File: src/rtl/hex_overlay_pkg.sv
// Shared constants and state encoding for the hex digit overlay.
package hex_overlay_pkg;

  localparam int GLYPH_W = 5;
  localparam int GLYPH_H = 5;
  localparam int CELL_W  = 6;

  typedef enum logic {
    ST_IDLE = 1'b0,
    ST_RUN  = 1'b1
  } state_e;

endpackage

File: src/rtl/hex_overlay_if.sv
// Sync-generator, value-load and glyph-ROM signals between the overlay and its parent.
interface hex_overlay_if #(
  parameter int NDIGITS = 4
);
  logic [9:0]           hpos;
  logic [9:0]           vpos;
  logic                 display_on;
  logic [4*NDIGITS-1:0] value;
  logic                 value_load;
  logic [3:0]           rom_digit;
  logic [2:0]           rom_yofs;
  logic [4:0]           rom_bits;
  logic                 pixel;
  logic                 pixel_de;

  modport master (
    output hpos, vpos, display_on, value, value_load, rom_bits,
    input  rom_digit, rom_yofs, pixel, pixel_de
  );

  modport slave (
    input  hpos, vpos, display_on, value, value_load, rom_bits,
    output rom_digit, rom_yofs, pixel, pixel_de
  );
endinterface

File: src/rtl/hex_overlay.sv
// Draws an NDIGITS-wide hex value as scaled 5x5 glyphs at (X0, Y0); two-clock pixel latency.
//   state | meaning
//   IDLE  | outside the overlay span on this line
//   RUN   | walking sub-pixel / glyph column / digit counters across the span
module hex_overlay
  import hex_overlay_pkg::*;
#(
  parameter int NDIGITS    = 4,
  parameter int X0         = 16,
  parameter int Y0         = 16,
  parameter int SCALE_LOG2 = 1
) (
  input logic         clk,
  input logic         reset_n,
  hex_overlay_if.slave bus
);

  localparam int VW    = 4 * NDIGITS;
  localparam int SUB_W = (SCALE_LOG2 > 0) ? SCALE_LOG2 : 1;
  localparam int DIG_W = (NDIGITS > 1) ? $clog2(NDIGITS) : 1;
  localparam logic [SUB_W-1:0] SUB_MAX = SUB_W'((1 << SCALE_LOG2) - 1);
  localparam logic [2:0]       COL_MAX = 3'(CELL_W - 1);
  localparam logic [DIG_W-1:0] DIG_MAX = DIG_W'(NDIGITS - 1);

  logic [VW-1:0] shown_q, pending_q;
  logic          pend_valid_q;
  logic          frame_start;

  assign frame_start = (bus.hpos == 10'd0) && (bus.vpos == 10'd0);

  // A load coinciding with frame start bypasses the pending register.
  always_ff @(posedge clk or negedge reset_n) begin
    if (!reset_n) begin
      shown_q      <= '0;
      pending_q    <= '0;
      pend_valid_q <= 1'b0;
    end else if (frame_start && bus.value_load) begin
      shown_q      <= bus.value;
      pending_q    <= bus.value;
      pend_valid_q <= 1'b0;
    end else if (frame_start && pend_valid_q) begin
      shown_q      <= pending_q;
      pend_valid_q <= 1'b0;
    end else if (bus.value_load) begin
      pending_q    <= bus.value;
      pend_valid_q <= 1'b1;
    end
  end

  logic [9:0] rel_y, yrow_full;
  logic       band_act;

  assign rel_y     = bus.vpos - 10'(Y0);
  assign yrow_full = rel_y >> SCALE_LOG2;
  assign band_act  = (bus.vpos >= 10'(Y0)) && (yrow_full < 10'(GLYPH_H));

  state_e           state_q, state_d;
  logic [SUB_W-1:0] sub_q, sub_d, cur_sub;
  logic [2:0]       col_q, col_d, cur_col;
  logic [DIG_W-1:0] dig_q, dig_d, cur_dig, dig_rev;
  logic             restart, cur_act, last_cell;

  always_ff @(posedge clk or negedge reset_n) begin
    if (!reset_n) begin
      state_q <= ST_IDLE;
      sub_q   <= '0;
      col_q   <= '0;
      dig_q   <= '0;
    end else begin
      state_q <= state_d;
      sub_q   <= sub_d;
      col_q   <= col_d;
      dig_q   <= dig_d;
    end
  end

  // Position of the current hpos: the restart cycle already counts as cell (0,0,0)
  // so the first glyph pixel keeps the same two-clock latency as the rest.
  always_comb begin
    restart   = (bus.hpos == 10'(X0)) && band_act;
    cur_act   = restart || ((state_q == ST_RUN) && band_act);
    cur_sub   = restart ? '0 : sub_q;
    cur_col   = restart ? '0 : col_q;
    cur_dig   = restart ? '0 : dig_q;
    last_cell = (cur_sub == SUB_MAX) && (cur_col == COL_MAX) && (cur_dig == DIG_MAX);
    dig_rev   = DIG_MAX - cur_dig;
  end

  always_comb begin
    state_d = ST_IDLE;
    sub_d   = sub_q;
    col_d   = col_q;
    dig_d   = dig_q;
    if (cur_act) begin
      state_d = last_cell ? ST_IDLE : ST_RUN;
      if (cur_sub == SUB_MAX) begin
        sub_d = '0;
        if (cur_col == COL_MAX) begin
          col_d = '0;
          dig_d = (cur_dig == DIG_MAX) ? '0 : cur_dig + DIG_W'(1);
        end else begin
          col_d = cur_col + 3'd1;
        end
      end else begin
        sub_d = cur_sub + SUB_W'(1);
      end
    end
  end

  logic [3:0] rom_digit_q;
  logic [2:0] rom_yofs_q;
  logic       act1_q, de1_q;
  logic [2:0] col1_q;
  logic       pixel_q, pixel_de_q;
  logic [4:0] row_shift;

  always_ff @(posedge clk or negedge reset_n) begin
    if (!reset_n) begin
      rom_digit_q <= '0;
      rom_yofs_q  <= '0;
      act1_q      <= 1'b0;
      col1_q      <= '0;
      de1_q       <= 1'b0;
    end else begin
      rom_digit_q <= shown_q[{dig_rev, 2'b00} +: 4];
      rom_yofs_q  <= yrow_full[2:0];
      act1_q      <= cur_act;
      col1_q      <= cur_col;
      de1_q       <= bus.display_on;
    end
  end

  assign row_shift = bus.rom_bits >> (3'(GLYPH_W - 1) - col1_q);

  always_ff @(posedge clk or negedge reset_n) begin
    if (!reset_n) begin
      pixel_q    <= 1'b0;
      pixel_de_q <= 1'b0;
    end else begin
      pixel_q    <= act1_q && (col1_q < 3'(GLYPH_W)) && row_shift[0];
      pixel_de_q <= de1_q;
    end
  end

  assign bus.rom_digit = rom_digit_q;
  assign bus.rom_yofs  = rom_yofs_q;
  assign bus.pixel     = pixel_q;
  assign bus.pixel_de  = pixel_de_q;

endmodule
File: src/flat_wrapper.sv
// flat-port wrapper written by rule: the top's interface ports become plain ports
module hex_overlay_flat import hex_overlay_pkg::*;
#(
  parameter int NDIGITS    = 4,
  parameter int X0         = 16,
  parameter int Y0         = 16,
  parameter int SCALE_LOG2 = 1
)
  (clk, reset_n, bus_hpos, bus_vpos, bus_display_on, bus_value, bus_value_load, bus_rom_bits, bus_rom_digit, bus_rom_yofs, bus_pixel, bus_pixel_de);
  hex_overlay_if #(.NDIGITS(NDIGITS)) bus_i ();
  input logic clk;
  input logic reset_n;
  input wire logic [$bits(bus_i.hpos)-1:0] bus_hpos;
  input wire logic [$bits(bus_i.vpos)-1:0] bus_vpos;
  input wire logic [$bits(bus_i.display_on)-1:0] bus_display_on;
  input wire logic [$bits(bus_i.value)-1:0] bus_value;
  input wire logic [$bits(bus_i.value_load)-1:0] bus_value_load;
  input wire logic [$bits(bus_i.rom_bits)-1:0] bus_rom_bits;
  output wire logic [$bits(bus_i.rom_digit)-1:0] bus_rom_digit;
  output wire logic [$bits(bus_i.rom_yofs)-1:0] bus_rom_yofs;
  output wire logic [$bits(bus_i.pixel)-1:0] bus_pixel;
  output wire logic [$bits(bus_i.pixel_de)-1:0] bus_pixel_de;
  assign bus_i.hpos = bus_hpos;
  assign bus_i.vpos = bus_vpos;
  assign bus_i.display_on = bus_display_on;
  assign bus_i.value = bus_value;
  assign bus_i.value_load = bus_value_load;
  assign bus_i.rom_bits = bus_rom_bits;
  assign bus_rom_digit = bus_i.rom_digit;
  assign bus_rom_yofs = bus_i.rom_yofs;
  assign bus_pixel = bus_i.pixel;
  assign bus_pixel_de = bus_i.pixel_de;
  hex_overlay #(.NDIGITS(NDIGITS), .X0(X0), .Y0(Y0), .SCALE_LOG2(SCALE_LOG2)) u_core (.clk(clk), .reset_n(reset_n), .bus(bus_i));
endmodule
File: config.mk
export PLATFORM = sky130hd
export DESIGN_NAME = hex_overlay_flat
export DESIGN_NICKNAME = d
export VERILOG_FILES = /design/src/rtl/hex_overlay_pkg.sv /design/src/rtl/hex_overlay_if.sv /design/src/rtl/hex_overlay.sv /design/src/flat_wrapper.sv
export SDC_FILE = /design/constraint.sdc
export NUM_CORES = 1
export LEC_CHECK = 0
export CAP_MARGIN = 20
export CORE_ASPECT_RATIO = 0.5
export CORE_UTILIZATION = 45
export DETAILED_ROUTE_END_ITERATION = 7
export PLACE_DENSITY = 0.68
export REMOVE_ABC_BUFFERS = 1
export SETUP_SLACK_MARGIN = 0.5
export SYNTH_ARGS = -nofsm -noshare
export SYNTH_HDL_FRONTEND = slang
export SYNTH_SLANG_ARGS = --single-unit
File: constraint.sdc
create_clock -name clk -period 5.2 [get_ports clk]
set_clock_uncertainty 0.15 [all_clocks]
set_input_delay 0.52 -clock clk [delete_from_list [all_inputs] [get_ports clk]]
set_output_delay 0.52 -clock clk [all_outputs]
set_load 0.05 [all_outputs]
==> flow_metrics.tcl <==
set metrics [dict create \
    status "finished, violations left" \
    violations "design-rule violations" \
    clk-insertion-delay-late_ns 0.29 \
    clock_sinks 54 \
    grt_pass1_vias 1886 \
    crit_family "simple AND/OR/NAND/NOR gates" \
    synth_flop_cell "dfrtp_1" \
    swShare 0.2222 \
    rsz0062_at_grt "no" \
    seq_area_frac_synth 0.4966 \
    final_max_slew_viol_count 0 \
    fin_cells 345 \
    yosys_warnings 0 \
    cts_root_buf "clkbuf_16" \
    io_buffers 53 \
    syn-cell-area_mm2 0.002721 \
    pwr-share-clk 0.374 \
    ys_seq_elements 54 \
    relSlewSlack 0.5450 \
    numCtsBuffers 5 \
    antenna_found_initial 0 \
    ant_nets 0 \
    die-width_um 112.0 \
    grt_max_degree 55 \
    fill_cells 480 \
    netlist_instances 223 \
    cpPeakStageDelay_ns 0.44 \
    area_growth_pct 26.02 \
    cts_tree "built" \
    cp-end-kind "flop" \
    routed_wl_um 5574 \
    die_area_mm2 0.006381 \
    fp.dieH_um 56.99 \
    drtIter0Drc 66 \
    hold_buffers 0 \
    hp-class "in2async" \
    combPwrFrac 0.110 \
    pin_count 54 \
    switchingPower_mw 0.1893 \
    n_antenna_cell 0 \
    ir_drop_v 0.0001204 \
    hold_viol_final 0 \
    overflow 0 \
    multi_input_area_mm2 0.001276 \
    power.total_mw 0.8521 \
    power_frac_seq 0.516 \
    dr.pass1.iters 7 \
    track_usage 0.1887 \
    vias_per_cell 5.562 \
    required_ns 5.22 \
    critical_path.slowest_cell "clkdlybuf4s50_1" \
    gp_congestion 0.8211 \
    finalCriticalPeriod_ns 2.777 \
    drive_above_1_share 0.2132 \
    p_leak_nw 1.462 \
    setup_violations 0 \
    synth.avg_cell_area_um2 12.20 \
    dp_cells 338 \
    internal-power_mw 0.6628 \
    routed-via-count 1919 \
    ys_types 41 \
    hold_ws_ns 0.2001 \
    worst-path-buf-inv 2 \
    async_reset_ff_frac 1.000 \
    setup_tns_ns 0 \
    start_util 0.4810 \
    fin_nets 319 \
    drt-wirelength-per-cell_um 16.16 \
    synth-edff-count 0 \
    crit_path_start_kind "primary input" \
    dp_hpwl_um 3888 \
    timing.final.crit_share 0.5341 \
    row_count 19 \
    cts_setup_buffers 0 \
    power.density_mw_per_mm2 248.4 \
    ctsHtreeMaxLevel 2 \
    cts_resized 0 \
    crit_chain "clkdlybuf4s50_1 > nor4_4 > nand4_4 > o21ai_1 > inv_1 > ha_1 > mux2_2" \
    grt_pass1_wl_um 9397 \
    drc 3 \
    cts_max_path_buffers 2 \
    worst_pin_slew_ns 0.6826 \
    core_mm2 0.005658 \
    cap_viol_max_count 0 \
    worstSetupPathType "in2reg" \
    seqCellArea_mm2 0.001351 \
    fmaxAchievable_mhz 360.1 \
    crit_path_max_fanout 25 \
    path_clk_slew_ns 0.07 \
    arrival_ns 2.80 \
]
[power groups by stage]
stage | registers [mW] | logic (mW) | clock network [mW]
finish | 0.440 | 0.0935 | 0.319
global route | 0.442 | 0.102 | 0.340
CTS | 0.440 | 0.0948 | 0.325
detailed placement | 0.448 | 0.0946 | 0
global placement | 0.447 | 0.0926 | 0
floorplan | 0.452 | 0.0289 | 0
[sequential cells by signal, summed over array words and instances, names as in the netlist]
register              count
u_core.act1_q             1
u_core.col1_q             3
u_core.de1_q              1
u_core.bus.pixel_de       1
u_core.bus.rom_digit      4
u_core.bus.rom_yofs       3
u_core.bus.pixel          1
u_core.state_q            1
u_core.dig_q              2
u_core.col_q              3
u_core.sub_q              1
u_core.pending_q         16
u_core.shown_q           16
u_core.pend_valid_q       1
[cell families after synthesis]
group / count (synthesis) / share of synthesized area
AOI/OAI and AO/OA: 48 / 0.1536
buffers and inverters: 22 / 0.03448
adders and majority gates: 2 / 0.009194
and+or+nand+nor: 61 / 0.1563
xor gates and xnor gates: 2 / 0.006438
DFF: 54 / 0.4966
muxes: 34 / 0.1434
[cell usage after synthesis (3+ instances only)]
cell type	instances	area, µm²
nor2_1	14	52.55
o32a_1	10	100.1
nand2_1	7	26.28
o221a_2	8	90.09
and2_1	3	18.77
a31oi_1	4	25.02
dfrtp_1	54	1351
mux2i_1	3	30.03
mux2_2	30	337.8
nand3_1	4	20.02
nand2b_1	11	68.82
o21bai_1	9	67.56
clkbuf_1	9	33.78
buf_2	3	15.01
inv_1	9	33.78
o221a_1	5	56.30
nor4_4	3	63.81
nor3_1	4	20.02
o21ai_0	3	15.01
[through the flow]
| stage | util | instance area, µm² | worst slack (ns) |
|---|---|---|---|
| 6_report | 0.6061 | 3430 | 2.423 |
| 5_1_grt | 0.6061 | 3430 | 2.263 |
| 4_1_cts | 0.6061 | 3430 | 2.437 |
| 3_3_place_gp | 0.5820 | 3293 | 2.229 |
| 3_5_place_dp | 0.5820 | 3293 | 2.135 |
| 2_1_floorplan | - | 2661 | 2.877 |
[cell usage in the layout, fill, tap and decap left out, types with 5 or more instances in the layout]
| cell type | n |
|---|---|
| clkbuf_16 | 5 |
| nor2_1 | 14 |
| o32a_1 | 10 |
| o221a_1 | 5 |
| mux2_2 | 30 |
| o221a_2 | 8 |
| inv_1 | 9 |
| nand2b_1 | 11 |
| clkdlybuf4s50_1 | 52 |
| dfrtp_1 | 54 |
| o21bai_1 | 9 |
| nand2_1 | 7 |
[worst reg2reg max path, delay by kind of cell, from the launching register on]
family	cells	cell delay, ns
multiplexers	1	0.38
flip-flops	1	0.78
AND/OR/NAND/NOR	2	0.52
[layer usage]
metal,global-route usage,vias up,part of all wire
li1,-,927,-
met1,0.2753,952,0.50
met2,0.2910,38,0.45
met3,0.03401,2,0.044
met4,0.05714,0,0.0068
met5,0,-,0
[worst paths after layout]
check	start	end	slack, ns	cells past startpoint
min in group clk	u_core.de1_q	u_core.bus.pixel_de	0.20	0
max in group asynchronous	reset_n	u_core.bus.rom_yofs[2]	4.26	2
worst min-delay path	reset_n	u_core.pending_q[3]	0.20	2
worst max-delay path	bus_hpos[5]	u_core.dig_q[1]	2.42	7
worst min register to register	u_core.de1_q	u_core.bus.pixel_de	0.20	0
worst max register to register	u_core.pend_valid_q	u_core.shown_q[12]	3.25	3
[layout make-up]
| cell class | instances | share of cell area |
|---|---|---|
| clock inverters | 1 | 0.002189 |
| inverters | 9 | 0.009850 |
| flip-flops and latches | 54 | 0.3940 |
| clock buffers | 6 | 0.03758 |
| repair buffers | 55 | 0.1576 |
| well taps | 73 | 0.02663 |
| multi-input cells | 147 | 0.3721 |
No activity file was read; power rests on OpenSTA's default activity.
